`src/rtl/xc_aes_pkg.sv`:
```
// Shared definitions for the sequential AES inverse-SubBytes (decrypt) unit:
// FSM states, byte counter width, byte-lane indices and a word rotate helper.
package xc_aes_pkg;

    localparam int CNT_W = 2;

    typedef enum logic [1:0] {
        IDLE = 2'd0,
        SUB  = 2'd1,
        DONE = 2'd2
    } state_e;

    localparam logic [CNT_W-1:0] LANE0 = 2'd0;
    localparam logic [CNT_W-1:0] LANE1 = 2'd1;
    localparam logic [CNT_W-1:0] LANE2 = 2'd2;
    localparam logic [CNT_W-1:0] LANE3 = 2'd3;

    function automatic logic [31:0] rotl8(input logic [31:0] w);
        return {w[23:0], w[31:24]};
    endfunction

endpackage

```
`src/rtl/xc_aes_inv_sbox.sv`:
```
// AES inverse S-box as a pure lookup; byte 0 of the table is the leftmost entry.
module xc_aes_inv_sbox (
    input  logic [7:0] din,
    output logic [7:0] dout
);

    localparam logic [0:255][7:0] INV_SBOX = {
        128'h52096ad5_3036a538_bf40a39e_81f3d7fb,
        128'h7ce33982_9b2fff87_348e4344_c4dee9cb,
        128'h547b9432_a6c2233d_ee4c950b_42fac34e,
        128'h082ea166_28d924b2_765ba249_6d8bd125,
        128'h72f8f664_86689816_d4a45ccc_5d65b692,
        128'h6c704850_fdedb9da_5e154657_a78d9d84,
        128'h90d8ab00_8cbcd30a_f7e45805_b8b34506,
        128'hd02c1e8f_ca3f0f02_c1afbd03_01138a6b,
        128'h3a911141_4f67dcea_97f2cfce_f0b4e673,
        128'h96ac7422_e7ad3585_e2f937e8_1c75df6e,
        128'h47f11a71_1d29c589_6fb7620e_aa18be1b,
        128'hfc563e4b_c6d27920_9adbc0fe_78cd5af4,
        128'h1fdda833_8807c731_b1121059_2780ec5f,
        128'h60517fa9_19b54a0d_2de57a9f_93c99cef,
        128'ha0e03b4d_ae2af5b0_c8ebbb3c_83539961,
        128'h172b047e_ba77d626_e1691463_55210c7d
    };

    assign dout = INV_SBOX[din];

endmodule

```
`src/rtl/xc_aessub_decrot_seq.sv`:
```
// Byte-serial AES inverse-SubBytes with optional 8-bit left rotate, using one
// shared inverse S-box; fixed 5-cycle latency from valid to the ready pulse.
module xc_aessub_decrot_seq
    import xc_aes_pkg::*;
#(
    parameter logic ROT_DEFAULT = 1'b1
) (
    input  logic        clock,
    input  logic        reset,
    input  logic        valid,
    input  logic        flush,
    input  logic [31:0] rs1,
    input  logic [31:0] rs2,
    input  logic        rot_sel,
    input  logic        rot,
    output logic        ready,
    output logic [31:0] result,
    output logic        busy
);

    state_e           state_q, state_d;
    logic [CNT_W-1:0] cnt_q, cnt_d;
    logic [31:0]      rs1_q, rs1_d;
    logic [31:0]      rs2_q, rs2_d;
    logic             rot_q, rot_d;
    logic [31:0]      work_q, work_d;
    logic [31:0]      result_q, result_d;
    logic [7:0]       sbox_in;
    logic [7:0]       sbox_out;
    logic [31:0]      merged;

    always_comb begin
        sbox_in = rs1_q[7:0];
        case (cnt_q)
            LANE0:   sbox_in = rs1_q[7:0];
            LANE1:   sbox_in = rs2_q[15:8];
            LANE2:   sbox_in = rs1_q[23:16];
            LANE3:   sbox_in = rs2_q[31:24];
            default: sbox_in = rs1_q[7:0];
        endcase
    end

    xc_aes_inv_sbox u_inv_sbox (
        .din  (sbox_in),
        .dout (sbox_out)
    );

    // Staging word with the current lane replaced by the fresh substitution.
    generate
        for (genvar gi = 0; gi < 4; gi++) begin : g_lane
            assign merged[gi*8 +: 8] = (cnt_q == CNT_W'(gi)) ? sbox_out : work_q[gi*8 +: 8];
        end
    endgenerate

    always_comb begin
        state_d  = state_q;
        cnt_d    = cnt_q;
        rs1_d    = rs1_q;
        rs2_d    = rs2_q;
        rot_d    = rot_q;
        work_d   = work_q;
        result_d = result_q;
        if (flush) begin
            state_d = IDLE;
            cnt_d   = '0;
        end else begin
            case (state_q)
                IDLE: begin
                    if (valid) begin
                        rs1_d   = rs1;
                        rs2_d   = rs2;
                        rot_d   = rot_sel ? rot : ROT_DEFAULT;
                        cnt_d   = '0;
                        state_d = SUB;
                    end
                end
                SUB: begin
                    if (!valid) begin
                        state_d = IDLE;
                        cnt_d   = '0;
                    end else if (cnt_q == LANE3) begin
                        work_d  = rot_q ? rotl8(merged) : merged;
                        cnt_d   = '0;
                        state_d = DONE;
                    end else begin
                        work_d = merged;
                        cnt_d  = cnt_q + 1'b1;
                    end
                end
                DONE: begin
                    // Commit only on a completed handoff so aborted work never leaks out.
                    state_d = IDLE;
                    if (valid) begin
                        result_d = work_q;
                    end
                end
                default: begin
                    state_d = IDLE;
                    cnt_d   = '0;
                end
            endcase
        end
    end

    always_ff @(posedge clock) begin
        if (reset) begin
            state_q  <= IDLE;
            cnt_q    <= '0;
            rs1_q    <= '0;
            rs2_q    <= '0;
            rot_q    <= 1'b0;
            work_q   <= '0;
            result_q <= '0;
        end else begin
            state_q  <= state_d;
            cnt_q    <= cnt_d;
            rs1_q    <= rs1_d;
            rs2_q    <= rs2_d;
            rot_q    <= rot_d;
            work_q   <= work_d;
            result_q <= result_d;
        end
    end

    assign ready  = (state_q == DONE) && valid && !flush;
    assign result = (state_q == DONE) ? work_q : result_q;
    assign busy   = (state_q != IDLE);

endmodule

```
`config.mk`:
```
export PLATFORM = sky130hd
export DESIGN_NAME = xc_aessub_decrot_seq
export DESIGN_NICKNAME = d
export VERILOG_FILES = /design/src/rtl/xc_aes_pkg.sv /design/src/rtl/xc_aes_inv_sbox.sv /design/src/rtl/xc_aessub_decrot_seq.sv
export SDC_FILE = /design/constraint.sdc
export NUM_CORES = 1
export LEC_CHECK = 0
export BUFFER_PORTS_ARGS = -buffer_cell sky130_fd_sc_hd__buf_2
export CORE_ASPECT_RATIO = 2
export CORE_MARGIN = 4
export CORE_UTILIZATION = 50
export DETAILED_ROUTE_END_ITERATION = 10
export GPL_TIMING_DRIVEN = 0
export HOLD_SLACK_MARGIN = 0.12
export PLACE_DENSITY = 0.73
export SETUP_SLACK_MARGIN = 0.1
export SLEW_MARGIN = 15
export SYNTH_ARGS = -nofsm -noshare
export SYNTH_HDL_FRONTEND = slang
export SYNTH_SLANG_ARGS = --single-unit
export TNS_END_PERCENT = 20
```
`constraint.sdc`:
```
create_clock -name clock -period 3.9 [get_ports clock]
set_clock_uncertainty 0.2 [all_clocks]
set_input_delay 0.195 -clock clock [delete_from_list [all_inputs] [get_ports clock]]
set_output_delay 0.195 -clock clock [all_outputs]
set_load 0.01 [all_outputs]
```
==> metrics.md, run 1 <==
| Metric | Value |
|---|---|
| Clock root buffer | `clkbuf_16` |
| Post-synthesis sequential area ratio | `25.6%` |
| TritonCTS buffer count | `9` |
| Number of synthesized flops with an enable pin | `0` |
| Avg Inst Size Synth | `7.02 sq um` |
| Outcome | `stopped before the end` |
| Remaining Overflow, GRT | `41` |
| Compound-cell area share of the yosys netlist | `34.9%` |
| Die Ht | `186 um` |
| Synth unique cells | `69` |
| First-pass GRT wire length | `80.3 mm` |
| Synthesis Warnings | `0` |
| Syn Std Cell Area | `7910 sq um` |
| Largest net degree at the start of global routing | `18` |
| Initial Utilization | `51.2%` |
| Top-level port count | `104` |
| Mux cell area share after synthesis | `6.93%` |
| DP HPWL | `32.5 mm` |
| First Err | `[ERROR GRT-0116] Global routing finished with congestion. Check the congestion regions in the DRC Viewer.` |
| Number of global-route vias before repair | `12572` |
| Die X | `96.9 um` |
| IO Port Bufs | `70` |
| Last stage | `global routing (5_1_grt)` |
| Total track usage | `58.9%` |
| Xor and xnor fraction of the mapped netlist area | `0.316%` |
| Synth Flop Type | `dfxtp_1` |
| GP Congestion | `1.17` |
| Post-placement cell count | `1394` |
| Clock Tree Buf Depth | `2` |
| Clk sink count | `101` |
| Synth Area in Simple Gates | `22.0%` |
| Largest family of logic cells by synthesized area | `compound AO/OA/AOI/OAI gates` |
| Yosys reg bits | `101` |
| Post-synthesis cell count | `1126` |
| Post-synthesis async set-or-reset flop share | `0%` |
| Post-synthesis adder-cell area fraction | `3.32%` |
| Syn nets | `1217` |
| Cell row count | `64` |
| # H-tree levels | `3` |
==> metrics by stage <==
step	setup WS, ps	area (sq um)	utilization, %
after CTS	-312	10300	66.9
after floorplan	94.9	8040	-
after detailed placement	-1440	8640	55.9
after global placement	-1480	8640	55.9
==> synth_stat cells, types with 3 or more instances <==
| master | n | area (sq um) |
|---|---|---|
| nand3_1 | 26 | 130 |
| mux2_2 | 38 | 428 |
| ha_1 | 21 | 263 |
| a31oi_1 | 23 | 144 |
| a22oi_1 | 11 | 82.6 |
| a21o_1 | 5 | 37.5 |
| and3_1 | 4 | 25.0 |
| nand2_1 | 197 | 739 |
| o2111ai_1 | 5 | 43.8 |
| clkbuf_1 | 89 | 334 |
| nor2b_1 | 9 | 56.3 |
| mux2i_1 | 12 | 120 |
| o211ai_1 | 18 | 135 |
| a21oi_1 | 135 | 676 |
| o311ai_0 | 8 | 70.1 |
| a311o_1 | 5 | 50.1 |
| o221ai_1 | 13 | 114 |
| a222oi_1 | 10 | 100 |
| nor3_1 | 34 | 170 |
| nor2_1 | 76 | 285 |
| nand2b_1 | 4 | 25.0 |
| a211oi_1 | 20 | 150 |
| a311oi_1 | 6 | 52.6 |
| o21ai_0 | 77 | 385 |
| nand3b_1 | 3 | 22.5 |
| and2_1 | 6 | 37.5 |
| and4_1 | 4 | 35.0 |
| o31ai_1 | 8 | 60.1 |
| inv_1 | 20 | 75.1 |
| o22ai_1 | 11 | 68.8 |
| buf_1 | 7 | 26.3 |
| nor3b_1 | 5 | 37.5 |
| nor4_1 | 7 | 43.8 |
| or3_1 | 9 | 56.3 |
| o32ai_1 | 7 | 61.3 |
| dfxtp_1 | 101 | 2020 |
| buf_2 | 13 | 65.1 |
| a211o_1 | 7 | 61.3 |
| o21a_1 | 5 | 37.5 |
| a221oi_1 | 13 | 114 |
| nand4_1 | 4 | 25.0 |
| a32oi_1 | 7 | 61.3 |
| or2_2 | 3 | 18.8 |
| a2111oi_0 | 3 | 26.3 |
==> kinds of logic after synthesis <==
family / after synthesis
flip-flops: 101
AO/OA/AOI/OAI: 421
adder cells (fa/ha/maj): 21
multiplexers: 50
buffers and inverters: 136
AND/OR/NAND/NOR: 395
XOR/XNOR: 2
==> what timing repair did <==
action | in CTS
buffers inserted | 29
cloned | 3
gates resized for setup | 197
endpoints found under the setup margin | 32
pin swaps | 57
hold buffers | 37
endpoints found under the hold margin | 37
==> metal layers <==
metal  GRT usage [%]  GRT overflow
met1            54.5             0
met2            87.3            25
met3            29.1             0
met4            67.5            16
met5            4.12             0
==> run 2: changes to the inputs <==
Settings changed: CORE_ASPECT_RATIO 2 to unset, CORE_UTILIZATION 50 to 35, HOLD_SLACK_MARGIN 0.12 to unset, PLACE_DENSITY 0.73 to unset, PLACE_DENSITY_LB_ADDON set to 0.15, SETUP_SLACK_MARGIN 0.1 to unset.
Clock period 3.9 ns to 5.1 ns, I/O delays scaled along.
==> metrics.md, run 2 <==
| Metric | Value |
|---|---|
| Outcome | `finished, violations left` |
| Failing checks | `setup timing` |
| Final instance area | `9470 sq um` |
| Largest registers | `result_q (32), work_q (32)` |
| Post-synthesis async set-or-reset flop share | `0% (unchanged)` |
| Top-level port count | `104 (unchanged)` |
| Vias/cell | `6.66` |
| Post-DRT Antenna Nets | `0` |
| Slack of the critical path | `-26.2 ps` |
| Die X | `158 um (+63%)` |
| Die area | `25100 sq um` |
| Number of synthesized flops with an enable pin | `0 (unchanged)` |
| TritonCTS buffer count | `9 (unchanged)` |
| Most frequent cells in the layout | `197 x nand2_1, 133 x a21oi_1, 101 x dfxtp_1` |
| R2R cell count | `15` |
| Worst-Margin Slew | `1040 ps` |
| Setup_tns | `-26.2 ps` |
| Commonest non-fill, non-tap cell in the layout | `nand2_1` |
| Final Max Tran Viols | `0` |
| Post-synthesis sequential area ratio | `25.6% (unchanged)` |
| 1st-pass router iterations | `8` |
| Post-synthesis cell count | `1126 (unchanged)` |
| Slew margin rel. | `30.7%` |
| Clk sink count | `101 (unchanged)` |
| Remaining Overflow, GRT | `0` |
| Synthesis Warnings | `0 (unchanged)` |
| Final critical-path share of the clock period | `101%` |
| Slowest CP cell | `a222oi_1` |
| Cell class contributing the biggest share of worst-path delay | `compound AO/OA/AOI/OAI gates` |
| Clock Tree Buf Depth | `2 (unchanged)` |
| Die Ht | `158 um (-15%)` |
| CP Data Arrival Time | `5160 ps` |
| Cells along the critical path | `ha_1 -> clkbuf_2 -> a222oi_1 -> mux2i_4 -> clkbuf_4 -> clkbuf_4 -> ha_1 -> clkbuf_2 -> a211o_2 -> o211ai_1 -> o21ai_0 -> a211o_1 -> a221oi_1 -> a31oi_2 -> a2111oi_2` |
| Top-area cell type share of the netlist area | `25.6% (unchanged)` |
| Required time worst endpoint | `5130 ps` |
| Total track usage | `33.5%` |
| RSZ-0062 raised after global routing | `true` |
| WP depth | `15` |
| Post-synth top area cell | `dfxtp_1` |
| Synth unique cells | `69 (unchanged)` |
| Crit-path max FO | `15` |
| Initial Utilization | `35.9% (-15 points)` |
| Area grow syn2layout | `19.8%` |
| Leak Pwr | `3.35 nW` |
| Startpoint Class | `register` |
| CP max stage delay | `520 ps` |
| Antenna violations before repair | `1` |
| Largest net degree at the start of global routing | `17` |
| VDD IR-drop max | `0.151 mV` |
| Setup CP Type | `reg -> reg` |
| Final Setup Violations | `1` |
| 1st-iter DRT viols | `1426` |
| Placed Instance Area | `8640 sq um (about the same)` |
| Final WL | `42.7 mm` |
| DP HPWL | `31.3 mm (-3.5%)` |
| # H-tree levels | `3 (unchanged)` |
| Average wire per standard cell | `27.9 um` |
| First-pass GRT wire length | `62.4 mm` |
| Number of global-route vias before repair | `9551` |
| Pwr dens | `225 nW/um^2` |
| IO Port Bufs | `70 (unchanged)` |
| Worst min path class | `in -> reg` |
| GP Congestion | `1.10 (-6.4%)` |
| Count leader, synth | `nand2_1` |
| Layout cells sized above 1 | `16.3%` |
| CP Buf/Inv Count | `4` |
| Via Count | `10183` |
| Min Hold Slack | `16.2 ps` |
| Clock root buffer | `clkbuf_16` |
| Most frequent cells after synthesis | `197 x nand2_1, 135 x a21oi_1, 101 x dfxtp_1, 89 x clkbuf_1, 77 x o21ai_0` |
| Top cells by area, synth | `dfxtp_1 26%, nand2_1 9.4%, a21oi_1 8.5%` |
| Final hold vios | `0` |
| Worst-Skew Late Latency | `350 ps` |
| Core area | `22000 sq um` |
| Nets | `1334` |
| Syn nets | `1217 (unchanged)` |
| Cell row count | `54 (-16%)` |
| Tmin final | `5130 ps` |
| Syn Std Cell Area | `7910 sq um (unchanged)` |
| Crit end category | `register` |
| CTS tree | `yes` |
| WHS Path Cells | `3` |
| Drc violations | `0` |
| Yosys reg bits | `101 (unchanged)` |
| Max Cap Viol | `0` |
| Clock slew at reported path FFs | `70 ps` |
| Fmax | `195 MHz` |
| Synth Flop Type | `dfxtp_1` |
| Avg Inst Size Synth | `7.02 sq um (unchanged)` |
| Filler cells | `2374` |
run 2: cell counts after synthesis:
No cell type changed its count.
run 2: layer usage:
layer  GRT usage [%]  up-vias  part of all wire [%]
met5               0        -                 0.082
met1            47.2     4800                    42
met4            14.2        4                   5.7
met2            46.5      775                    39
li1                -     4426                     -
met3            10.9      178                    12
run 2: where the power goes:
group | leakage [nW] | switching [mW] | internal, mW | total (mW)
clock network | 0.149 | 0.309 | 0.410 | 0.719
registers | 0.817 | 0.00985 | 0.802 | 0.812
logic | 2.39 | 0.412 | 0.183 | 0.595
run 2: worst paths after layout:
kind                                   from                        end  slack (ps)
setup / recovery      cnt_q[0]$_SDFFE_PP0P_    work_q[19]$_SDFFE_PP0P_         -30
hold / removal                          rot         rot_q$_SDFFE_PP0P_          20
setup reg to reg      cnt_q[0]$_SDFFE_PP0P_    work_q[19]$_SDFFE_PP0P_         -30
hold reg to reg   result_q[11]$_SDFFE_PP0P_  result_q[11]$_SDFFE_PP0P_         250
run 2: stage by stage:
stage | utilization [%] | power [mW] | worst slack (ps) | std cells
CTS | 42.5 | 2.09 | 0.687 | 1525
global placement | 39.1 | 1.36 | -1950 | 1476
detailed placement | 39.2 | 1.35 | -1910 | 1479
floorplan | - | 1.14 | 764 | 1126
finish | 43.0 | 2.13 | -26.2 | 1529
global route | 43.0 | 2.19 | -25.9 | 1528
run 2: cells by family (layout without fill, tap and decap cells):
group | Yosys count | count (layout) | share of synthesized area, %
AOI/OAI and AO/OA | 421 | 421 | 34.9
xor gates and xnor gates | 2 | 2 | 0.317
adders and majority gates | 21 | 21 | 3.32
buffers and inverters | 136 | 258 | 6.95
DFF | 101 | 101 | 25.6
muxes | 50 | 50 | 6.93
other | 0 | 1 | 0
and+or+nand+nor | 395 | 395 | 22.0
run 2: layout make-up:
class,instances,area (sq um),share of cell area [%]
multi-input cells,889,5460,57.6
inverters,23,87.6,0.925
repair buffers,112,749,7.91
clock buffers,12,256,2.71
clock inverters,4,55.1,0.581
diodes,1,2.50,0.0264
well taps,280,350,3.70
flip-flops and latches,101,2020,21.3
plain buffers,107,493,5.20
run 2: tightest hold or removal path: cells and delay by family:
kind / cells / cell delay [ps]
buffers and inverters: 1 / 90
AND/OR/NAND/NOR: 2 / 180
run 2: repair_timing:
item / in CTS / in global routing
gates resized for setup: 39 / 25
setup endpoints to repair: 32 / 30
buffers inserted: 0 / 5
hold buffers: 33 / 0
endpoints found under the hold margin: 34 / 0
pin swaps: 1 / 3
(Power assumes the default switching activity.)
